--- src/rtl/uart_tx_fifo.sv ---
// 8N1 UART transmitter fed by a small circular byte FIFO.
// Frames go out LSB-first on TX, one bit per BAUD_DIV clocks, with one idle cycle between frames.
module uart_tx_fifo #(
    parameter int BAUD_DIV   = 43,
    parameter int FIFO_DEPTH = 4
) (
    input  logic       clk,
    input  logic       rst,
    input  logic [7:0] tx_data,
    input  logic       trmt,
    output logic       full,
    output logic       empty,
    output logic       busy,
    output logic       tx_done,
    output logic       TX
);
    localparam int PW = $clog2(FIFO_DEPTH);
    localparam int BW = $clog2(BAUD_DIV);
    localparam logic [BW-1:0] BAUD_LAST = BW'(BAUD_DIV - 1);
    localparam logic [BW-1:0] BAUD_ONE  = BW'(1);
    localparam logic [PW:0]   PTR_ONE   = (PW + 1)'(1);

    typedef enum logic {IDLE, XMIT} state_t;
    state_t state, state_nxt;

    logic [7:0]    mem [FIFO_DEPTH];
    logic [PW:0]   wr_ptr, rd_ptr;
    logic [9:0]    shift_reg;
    logic [BW-1:0] baud_cnt;
    logic [3:0]    bit_cnt;
    logic          wr_en, load, bit_end, frame_end;

    // Host handshake: a byte is taken on every edge where trmt is high and full is low;
    // a strobe while full is dropped without any trace, so the host must watch full.
    assign wr_en = trmt && !full;

    // The pointer MSB toggles on each wrap, so equal low bits mean empty or full.
    assign empty = (wr_ptr == rd_ptr);
    assign full  = (wr_ptr[PW] != rd_ptr[PW]) && (wr_ptr[PW-1:0] == rd_ptr[PW-1:0]);

    assign busy      = (state == XMIT);
    assign bit_end   = (state == XMIT) && (baud_cnt == BAUD_LAST);
    assign frame_end = bit_end && (bit_cnt == 4'd9);
    assign TX        = shift_reg[0];

    always_comb begin
        state_nxt = state;
        load      = 1'b0;
        case (state)
            IDLE: begin
                if (!empty) begin
                    load      = 1'b1;
                    state_nxt = XMIT;
                end
            end
            XMIT: begin
                if (frame_end) state_nxt = IDLE;
            end
            default: state_nxt = IDLE;
        endcase
    end

    always_ff @(posedge clk) begin
        if (wr_en) mem[wr_ptr[PW-1:0]] <= tx_data;
    end

    always_ff @(posedge clk) begin
        if (rst) begin
            state     <= IDLE;
            wr_ptr    <= '0;
            rd_ptr    <= '0;
            shift_reg <= '1;
            baud_cnt  <= '0;
            bit_cnt   <= '0;
            tx_done   <= 1'b0;
        end else begin
            state   <= state_nxt;
            tx_done <= frame_end;
            if (wr_en) wr_ptr <= wr_ptr + PTR_ONE;
            if (load) begin
                rd_ptr    <= rd_ptr + PTR_ONE;
                shift_reg <= {1'b1, mem[rd_ptr[PW-1:0]], 1'b0};
                baud_cnt  <= '0;
                bit_cnt   <= '0;
            end else if (state == XMIT) begin
                // Shifting in ones leaves the line high once the stop bit has gone out.
                if (bit_end) begin
                    baud_cnt  <= '0;
                    shift_reg <= {1'b1, shift_reg[9:1]};
                    bit_cnt   <= bit_cnt + 4'd1;
                end else begin
                    baud_cnt <= baud_cnt + BAUD_ONE;
                end
            end
        end
    end
endmodule

--- config.mk ---
export PLATFORM = sky130hd
export DESIGN_NAME = uart_tx_fifo
export DESIGN_NICKNAME = d
export VERILOG_FILES = /design/src/rtl/uart_tx_fifo.sv
export SDC_FILE = /design/constraint.sdc
export NUM_CORES = 1
export LEC_CHECK = 0
export CAP_MARGIN = 20
export CORE_ASPECT_RATIO = 0.6
export CORE_MARGIN = 1
export CORE_UTILIZATION = 40
export DETAILED_ROUTE_END_ITERATION = 8
export PLACE_DENSITY = 0.57
export REMOVE_ABC_BUFFERS = 1
export SYNTH_ARGS = -nofsm -noshare
export SYNTH_HDL_FRONTEND = slang
export SYNTH_SLANG_ARGS = --single-unit
--- constraint.sdc ---
create_clock -name clk -period 2.05 [get_ports clk]
set_clock_uncertainty 0.2 [all_clocks]
set_input_delay 0.205 -clock clk [delete_from_list [all_inputs] [get_ports clk]]
set_output_delay 0.205 -clock clk [all_outputs]
set_load 0.01 [all_outputs]
Word level (Yosys, flattened, before mapping):

Memory sizes are Yosys's and may differ from the RTL's. A register that Yosys moved wholly into a read port is not among the register bits.
Index checks and enable logic that the tools add are counted.

* bits in registers: 27
* logic and storage cells: 40
* bits in writable memories: 32
* output and inout port bits: 5
* memories: 1

* equality and inequality tests: 5
* multiplexer cells: 12
* reduce and logical (&&, ||, !) cells: 10
* add/sub/neg operators: 4
* bitwise operators: 1

Memory list
* mem: words 4, bits a word 8, read ports 1, clocked after Yosys merged registers in 1, write ports 1, line 26 `logic [7:0] mem [FIFO_DEPTH];`

Operator list (count)
* $mux W9: 3
* $add A3 B1 Y3 const B: 2
* $add A6 B1 Y6 const B: 1
* $eq A6 B6 Y1 const B: 1
* $mux W6: 1
* $mux W1: 5
* $add A4 B1 Y4 const B: 1
* $eq A4 B4 Y1 const B: 1
* $logic_and A1 B1 Y1: 4
* $mux W2: 2
* $reduce_and A2 Y1: 2
* $reduce_bool A2 Y1: 2
* $eq A3 B3 Y1: 1
* $eq A2 B2 Y1: 1
* $pmux W1 S2: 1
* $reduce_or A2 Y1: 1
* $logic_not A1 Y1: 1
* $ne A1 B1 Y1: 1
* $not A1 Y1: 1

Longest topological paths before layout:

Gate-level depths: netlist (run 1).

* depth in word-level cells: 6
* mapped depth: 7
* mapped depth without buffers: 6

Least setup slack after synthesis (run 1):

Ideal clock, no wire load.

* kind: register -> register
* from: register wr_ptr[0]
* to: memory mem[3][0] (enable)
* data required time: 1.518 ns
* stages on the path, launching flop included: 4
* setup slack: 0.314 ns
* clock period less this slack: 1.736 ns
* buffers on the path: 0
* setup time: 0.332 ns
* data arrival time: 1.205 ns
* cell sequence: dfxtp_1 > xnor2_1 > a31oi_2 > and2_1

* longest elaborated chain between the ends: 6

RTL lines
* start, declared: line 27 `logic [PW:0] wr_ptr, rd_ptr;`
* start signal, assigned: line 79 `if (wr_en) wr_ptr <= wr_ptr + PTR_ONE;`
* $eq A2 B2 Y1: line 39 `assign full = (wr_ptr[PW] != rd_ptr[PW]) && (wr_ptr[PW-1:0] == rd_ptr[PW-1:0]);`
* $logic_and A1 B1 Y1: line 39
* $logic_not A1 Y1: line 35 `assign wr_en = trmt && !full;`
* $logic_and A1 B1 Y1: line 35
* $mux W1: line 64 `if (wr_en) mem[wr_ptr[PW-1:0]] <= tx_data;`
* $mux W1 (not written as such): line 64
* end, declared: line 26

Several ways; a longest one is shown, not always the timed one.

Worst setup path after layout (run 1):

* from: register baud_cnt[0]
* to: register shift_reg[1]

* longest elaborated chain between the ends: 4

RTL lines
* start, declared: line 29 `logic [BW-1:0] baud_cnt;`
* start signal, assigned: line 92 `baud_cnt <= baud_cnt + BAUD_ONE;`
* $eq A6 B6 Y1: line 42 `assign bit_end = (state == XMIT) && (baud_cnt == BAUD_LAST);`
* $logic_and A1 B1 Y1: line 42
* $reduce_bool A2 Y1 (no line)
* $reduce_and A2 Y1 (no line)
* end signal, assigned: line 82 `shift_reg <= {1'b1, mem[rd_ptr[PW-1:0]], 1'b0};`
* end signal, assigned: line 89 `shift_reg <= {1'b1, shift_reg[9:1]};`
* end, declared: line 28 `logic [9:0] shift_reg;`

Every way passes these cells.
A chain may end at the register's enable or synchronous reset.

==> impl_metrics.sql, run 1 <==
INSERT INTO impl_metrics (metric_group, metric, value, unit) VALUES
('status', 'run_status', 'completed', ''),
('route', 'drt_first_pass_iters', '4', ''),
('route', 'dr_drc_count', '0', ''),
('power_and_ir_drop', 'power_density', '1110', 'nW/um^2'),
('sta', 'fin_setup_tns', '0', 'ns'),
('sta', 'setup_viol', '0', ''),
('setup_path', 'critical-path-slowest-cell', 'a2111oi_0', ''),
('hold_path', 'hold_path.class', 'reg -> reg', ''),
('layout', 'syn2layout_area_growth', '21.1', '%'),
('layout', 'flip_flop_count_of_the_largest_register_after_layout', '32', ''),
('sta', 'tightestPinTransition', '0.437', 'ns'),
('place', 'hpwlAfterDp', '3030', 'um'),
('clocking', 'cts_hold_buffers', '0', ''),
('layout', 'post_route_cells_drive_above_1_share', '0.175', ''),
('logic_synthesis', 'yosysTopAreaCellShare', '0.380', ''),
('setup_path', 'critical-path-top-delay-family', 'simple AND/OR/NAND/NOR gates', ''),
('setup_path', 'timing.critical_path.cells', 'inv_1, ha_1, nor2b_1, nand2_1, a2111oi_0, nor2_1', ''),
('route', 'route.vias.total', '1552', ''),
('logic_synthesis', 'mappedNetlistArea', '2530', 'um^2'),
('clocking', 'clock_tree.buffer_depth', '2', ''),
('setup_path', 'path_buf_inv', '1', ''),
('route', 'antenna_violation_net_count_after_detailed_routing', '0', ''),
('setup_path', 'worst_setup_path_type', 'reg -> reg', ''),
('route', 'drt_iter0_drc', '63', ''),
('sta', 'hold_ws', '0.283', 'ns'),
('logic_synthesis', 'synthDistinctLibCells', '36', ''),
('layout', 'final_net_count', '249', ''),
('setup_path', 'regToRegSetupSlack', '0.23', 'ns'),
('clocking', 'clkTransAtPathRegs', '0.07', 'ns'),
('layout', 'layout_commonest_cell', 'edfxtp_1', ''),
('logic_synthesis', 'yosysWarnings', '0', ''),
('setup_path', 'required', '2.06', 'ns'),
('job', 'max-cap-violations', '0', ''),
('floorplanning', 'floorplan.die_area', '6660', 'um^2'),
('logic_synthesis', 'synth_cells', '199', ''),
('floorplanning', 'pin_count', '16', ''),
('clocking', 'cts_tree', 'done', ''),
('sta', 'final_max_slew_viol_count', '0', ''),
('setup_path', 'critPathArrivalTime', '1.83', 'ns'),
('place', 'gp_congestion', '0.724', ''),
('floorplanning', 'start_util', '0.414', ''),
('clocking', 'clkSinkCount', '61', ''),
('logic_synthesis', 'netlist.top_cell.by_area', 'edfxtp_1', ''),
('sta', 'timing.final.crit_share', '0.890', ''),
('floorplanning', 'die-height', '63.6', 'um'),
('logic_synthesis', 'yosysSeqAreaShare', '0.609', ''),
('power_and_ir_drop', 'leakage_power', '1.10', 'nW'),
('sta', 'max_clock_freq', '548', 'MHz'),
('place', 'numPortBuffers', '15', ''),
('setup_path', 'max_stage_delay', '0.42', 'ns'),
('grt', 'initial_antenna_violation_count', '0', ''),
('logic_synthesis', 'ys_top_cells_by_area', 'edfxtp_1 (38%), dfxtp_1 (23%), mux4_2 (7.1%)', ''),
('route', 'post_drt_wl_per_cell', '14.2', 'um'),
('floorplanning', 'horizontal_extent_of_the_die', '105', 'um'),
('grt', 'globalRouteOverflowTotal', '0', ''),
('clocking', 'clock_latency_at_the_later_pin_of_the_worst_skew_pair', '0.33', 'ns'),
('clocking', 'cts_made_buffers', '9', ''),
('logic_synthesis', 'postSynthAreaPerCell', '12.7', 'um^2'),
('grt', 'wire_length_of_the_first_global_routing_pass', '7560', 'um'),
('grt', 'grt_pass1_vias', '1491', ''),
('floorplanning', 'floorplan.rows', '22', ''),
('floorplanning', 'core_region_area', '6110', 'um^2'),
('sta', 'finalHoldViolCount', '0', ''),
('grt', 'track_usage', '0.154', ''),
('layout', 'antenna_cells_inserted', '0', ''),
('layout', 'layout_common_cells', 'edfxtp_1 (32), dfxtp_1 (26), nor2_1 (15)', ''),
('clocking', 'ctsRootBufferMaster', 'clkbuf_8', ''),
('sta', 'slew_headroom', '0.708', ''),
('power_and_ir_drop', 'peak_supply_drop', '0.000501', 'V'),
('power_and_ir_drop', 'finalPower', '0.00339', 'W'),
('clocking', 'cts.htree.levels', '3', ''),
('layout', 'finish.utilization', '0.501', ''),
('setup_path', 'critPathMaxFanout', '5', ''),
('sta', 'unrepaired_setup_endpoints_after_global_routing', 'no', ''),
('grt', 'maximum_number_of_pins_on_one_net_before_global_route_repair', '19', ''),
('route', 'vias_per_cell', '4.88', ''),
('logic_synthesis', 'synth-seq-cells', '61', ''),
('sta', 'finalWorstPathRequiredPeriod', '1.82', 'ns'),
('setup_path', 'critPathCaptureType', 'register', ''),
('route', 'drt-total-wl', '4500', 'um'),
('setup_path', 'startpoint_class_of_the_critical_path', 'register', '');
-- synth_stat cells --
cell,count
clkbuf_1,4
mux2i_1,3
o31ai_1,1
ha_1,9
a31oi_2,1
or3_1,1
and4b_1,2
nand2b_1,3
mux4_2,8
a2111oi_0,1
xor2_1,5
nand4_1,2
xnor2_1,8
dfxtp_1,29
and2_1,4
o21bai_1,1
nand3_1,2
buf_2,3
a21bo_2,1
nor4_1,1
a31o_1,1
a211oi_1,1
buf_6,1
edfxtp_1,32
nand3b_1,2
nor2_1,15
a21oi_1,14
inv_1,6
buf_1,1
nor2b_1,1
o21ai_0,1
nor3_1,13
nand2_1,13
clkbuf_2,1
a31oi_1,7
nand4b_1,1
-- stage by stage --
stage | area (um^2) | setup WS, ns | cells
after floorplan | 2480 | 0.169 | 189
after global placement | 2850 | 0.218 | 301
after detailed placement | 2850 | 0.173 | 301
after CTS | 3060 | 0.218 | 318
after global routing | 3060 | 0.0537 | 318
final | 3060 | 0.226 | 318
-- cell families after synthesis --
kind of cell | Yosys count | synth area share
simple gates | 60 | 0.118
compound gates | 29 | 0.0717
fa+ha+maj | 9 | 0.0445
mux | 11 | 0.0830
xor+xnor | 13 | 0.0450
flops | 61 | 0.609
buf+inv | 16 | 0.0287
-- final timing paths --
check                     from           end  cells after the start
hold reg to reg   shift_reg[4]  shift_reg[4]                      2
setup / recovery   baud_cnt[0]  shift_reg[1]                      6
setup reg to reg   baud_cnt[0]  shift_reg[1]                      6
hold / removal    shift_reg[4]  shift_reg[4]                      2
-- final cells by class --
type	instances	area, um^2
multi-input combinational	122	943
clock buffer	11	131
tap	84	105
timing repair buffer	29	265
clock inverter	5	51.3
inverter	6	22.5
sequential	61	1550
fill	566	3050
-- worst register-to-register path, delay by kind of cell, from the launching register on --
kind / cells / cell delay (ns)
simple gates: 3 / 0.48
compound gates: 1 / 0.42
flops: 1 / 0.35
fa+ha+maj: 1 / 0.18
buf+inv: 1 / 0.07
-- per-layer routing --
| metal | share of wire | global-route usage | vias up |
|---|---|---|---|
| li1 | - | - | 785 |
| met1 | 0.55 | 0.222 | 742 |
| met2 | 0.40 | 0.209 | 18 |
| met3 | 0.035 | 0.0528 | 7 |
| met4 | 0.015 | 0.0634 | 0 |
| met5 | 0 | 0 | - |
-- where the power goes --
| part | leakage, nW | internal, W | switching [W] |
|---|---|---|---|
| clock | 0.0924 | 0.000554 | 0.000450 |
| combinational | 0.473 | 0.000400 | 0.000417 |
| sequential | 0.532 | 0.00146 | 0.000116 |
| total | 1.10 | 0.00241 | 0.000984 |
-- repair_timing --
item,4_1_cts,5_1_grt
setup buffers,1,0
hold endpoints to repair,0,0
endpoints found under the setup margin,2,0
gates resized for setup,8,0
Power figures use the tool's default switching activity.
==> run 2, diff against run 1 <==
--- a/config.mk
+++ b/config.mk
@@ -10,7 +10,7 @@
 export CORE_MARGIN = 1
 export CORE_UTILIZATION = 40
 export DETAILED_ROUTE_END_ITERATION = 8
-export PLACE_DENSITY = 0.57
+export PLACE_DENSITY = 0.59
 export REMOVE_ABC_BUFFERS = 1
 export SYNTH_ARGS = -nofsm -noshare
 export SYNTH_HDL_FRONTEND = slang
==> constraint.sdc (replaced) <==
create_clock -name clk -period 1.5 [get_ports clk]
set_clock_uncertainty 0.2 [all_clocks]
set_input_delay 0.15 -clock clk [delete_from_list [all_inputs] [get_ports clk]]
set_output_delay 0.15 -clock clk [all_outputs]
set_load 0.01 [all_outputs]
==> impl_metrics.sql, run 2 (synthesis gave the netlist of run 1 again) <==
INSERT INTO impl_metrics (metric_group, metric, value, unit) VALUES
('status', 'run_status', 'finished, violations left', ''),
('status', 'violations', 'negative setup slack', ''),
('layout', 'antenna_cells_inserted', '0', ''),
('layout', 'final_net_count', '282', ''),
('sta', 'tightestPinTransition', '0.380', 'ns'),
('layout', 'n_fill_cell', '495', ''),
('sta', 'unrepaired_setup_endpoints_after_global_routing', 'yes', ''),
('route', 'antenna_violation_net_count_after_detailed_routing', '0', ''),
('sta', 'hold_ws', '0.255', 'ns'),
('grt', 'maximum_number_of_pins_on_one_net_before_global_route_repair', '22', ''),
('route', 'route.vias.total', '1730', ''),
('layout', 'multi_input_comb_area', '1250', 'um^2'),
('grt', 'wire_length_of_the_first_global_routing_pass', '8420', 'um'),
('setup_path', 'required', '1.56', 'ns'),
('sta', 'max_clock_freq', '599', 'MHz'),
('layout', 'post_route_cells_drive_above_1_share', '0.487', ''),
('floorplanning', 'core_region_area', '6110', 'um^2'),
('route', 'vias_per_cell', '4.93', ''),
('power_and_ir_drop', 'peak_supply_drop', '0.000728', 'V'),
('place', 'gp_congestion', '0.747', ''),
('layout', 'layout_common_cells', 'edfxtp_1 (32), buf_4 (30), dfxtp_1 (18)', ''),
('place', 'numPortBuffers', '15', ''),
('layout', 'flip_flop_count_of_the_largest_register_after_layout', '32', ''),
('sta', 'setup_viol', '60', ''),
('layout', 'finish.utilization', '0.605', ''),
('setup_path', 'critPathCaptureType', 'register', ''),
('route', 'drt_first_pass_iters', '4', ''),
('layout', 'sequential_cell_area', '1560', 'um^2'),
('clocking', 'clock_tree.buffer_depth', '2', ''),
('grt', 'track_usage', '0.170', ''),
('sta', 'finalHoldViolCount', '0', ''),
('floorplanning', 'floorplan.die_area', '6660', 'um^2'),
('clocking', 'cts_made_buffers', '9', ''),
('place', 'hpwlAfterDp', '3230', 'um'),
('sta', 'timing.final.crit_share', '1.11', ''),
('route', 'drt-total-wl', '5350', 'um'),
('grt', 'initial_antenna_violation_count', '0', ''),
('sta', 'final_max_slew_viol_count', '0', ''),
('power_and_ir_drop', 'leakage_power', '1.39', 'nW'),
('clocking', 'clock_latency_at_the_later_pin_of_the_worst_skew_pair', '0.33', 'ns'),
('job', 'max-cap-violations', '0', ''),
('layout', 'syn2layout_area_growth', '46.1', '%'),
('floorplanning', 'floorplan.rows', '22', ''),
('setup_path', 'worst_setup_path_type', 'reg -> reg', ''),
('place', 'placement.setup.worst_slack', '-0.364', 'ns'),
('floorplanning', 'pin_count', '16', ''),
('floorplanning', 'horizontal_extent_of_the_die', '105', 'um'),
('clocking', 'clkTransAtPathRegs', '0.06', 'ns'),
('power_and_ir_drop', 'finalPower', '0.00547', 'W'),
('sta', 'setup_ws', '-0.171', 'ns'),
('layout', 'instances_no_fill', '351', ''),
('place', 'cells_after_dpl', '322', ''),
('hold_path', 'hold_path.class', 'in -> reg', ''),
('sta', 'finalWorstPathRequiredPeriod', '1.67', 'ns'),
('route', 'dr_drc_count', '0', ''),
('layout', 'layout_commonest_cell', 'edfxtp_1', ''),
('sta', 'slew_headroom', '0.747', ''),
('clocking', 'clkSinkCount', '61', ''),
('power_and_ir_drop', 'power_density', '1480', 'nW/um^2'),
('clocking', 'cts_tree', 'done', ''),
('floorplanning', 'die-height', '63.6', 'um'),
('setup_path', 'critPathArrivalTime', '1.73', 'ns'),
('setup_path', 'startpoint_class_of_the_critical_path', 'register', ''),
('route', 'drt_iter0_drc', '52', ''),
('setup_path', 'critPathMaxFanout', '6', ''),
('clocking', 'ctsRootBufferMaster', 'clkbuf_8', ''),
('grt', 'grt_pass1_vias', '1691', ''),
('floorplanning', 'start_util', '0.414', ''),
('route', 'post_drt_wl_per_cell', '15.3', 'um'),
('grt', 'globalRouteOverflowTotal', '0', ''),
('clocking', 'cts.htree.levels', '3', '');
run 2: cell types whose count changed in the layout (fill, tap and decap cells not counted), sizes merged:
cell	before	now
clkdlybuf4s50	13	10
bufinv	1	0
clkinv	4	2
buf	14	49
clkbuf	11	15
run 2: critical path, cell delays in order, from the launching register on:
cell and delay [ns]:
dfxtp_2 0.33, xnor2_2 0.19, buf_4 0.18, a31oi_4 0.12
buf_4 0.16, buf_6 0.11, a21bo_2 0.20, a21oi_1 0.10
run 2: repair_timing:
item / in CTS / in global routing
endpoints found under the hold margin: 0 / 0
hold buffers: 0 / 0
pin swaps: 15 / 24
setup endpoints to repair: 65 / 64
cloned: 2 / 1
buffers inserted: 11 / 4
gates resized for setup: 71 / 38
run 2: through the flow:
step                setup TNS [ns]  cell area (um^2)
CTS                          -6.95              3480
detailed placement          -15.43              3070
finish                       -6.47              3700
floorplan                   -13.62              2480
global placement            -14.78              3070
global route                 -9.56              3700
run 2: layout make-up:
class | count | share of cell area
flip-flops and latches | 61 | 0.422
repair buffers | 62 | 0.159
well taps | 84 | 0.0284
clock inverters | 2 | 0.00271
inverters | 6 | 0.00609
multi-input cells | 122 | 0.338
clock buffers | 14 | 0.0440
run 2: metal layers:
layer / GRT usage / up-vias / routed length [um] / share of wire
li1: - / 854 / - / -
met1: 0.235 / 829 / 2560 / 0.48
met2: 0.238 / 42 / 2420 / 0.45
met3: 0.0735 / 5 / 333 / 0.062
met4: 0.0563 / 0 / 37 / 0.0069
met5: 0 / - / 0 / 0
run 2: worst paths after layout:
| check | startpoint | to | slack (ns) | cells after the start |
|---|---|---|---|---|
| setup / recovery | wr_ptr[0] | wr_ptr[2] | -0.17 | 7 |
| hold / removal | tx_data[0] | mem[3][0] | 0.26 | 1 |
| setup reg to reg | wr_ptr[0] | wr_ptr[2] | -0.17 | 7 |
| hold reg to reg | shift_reg[4] | shift_reg[4] | 0.28 | 2 |
run 2: where the power goes:
| part | leakage, nW | switching [W] | internal [W] |
|---|---|---|---|
| logic | 0.761 | 0.000995 | 0.00107 |
| clock network | 0.0905 | 0.000585 | 0.000686 |
| registers | 0.536 | 0.000134 | 0.00200 |
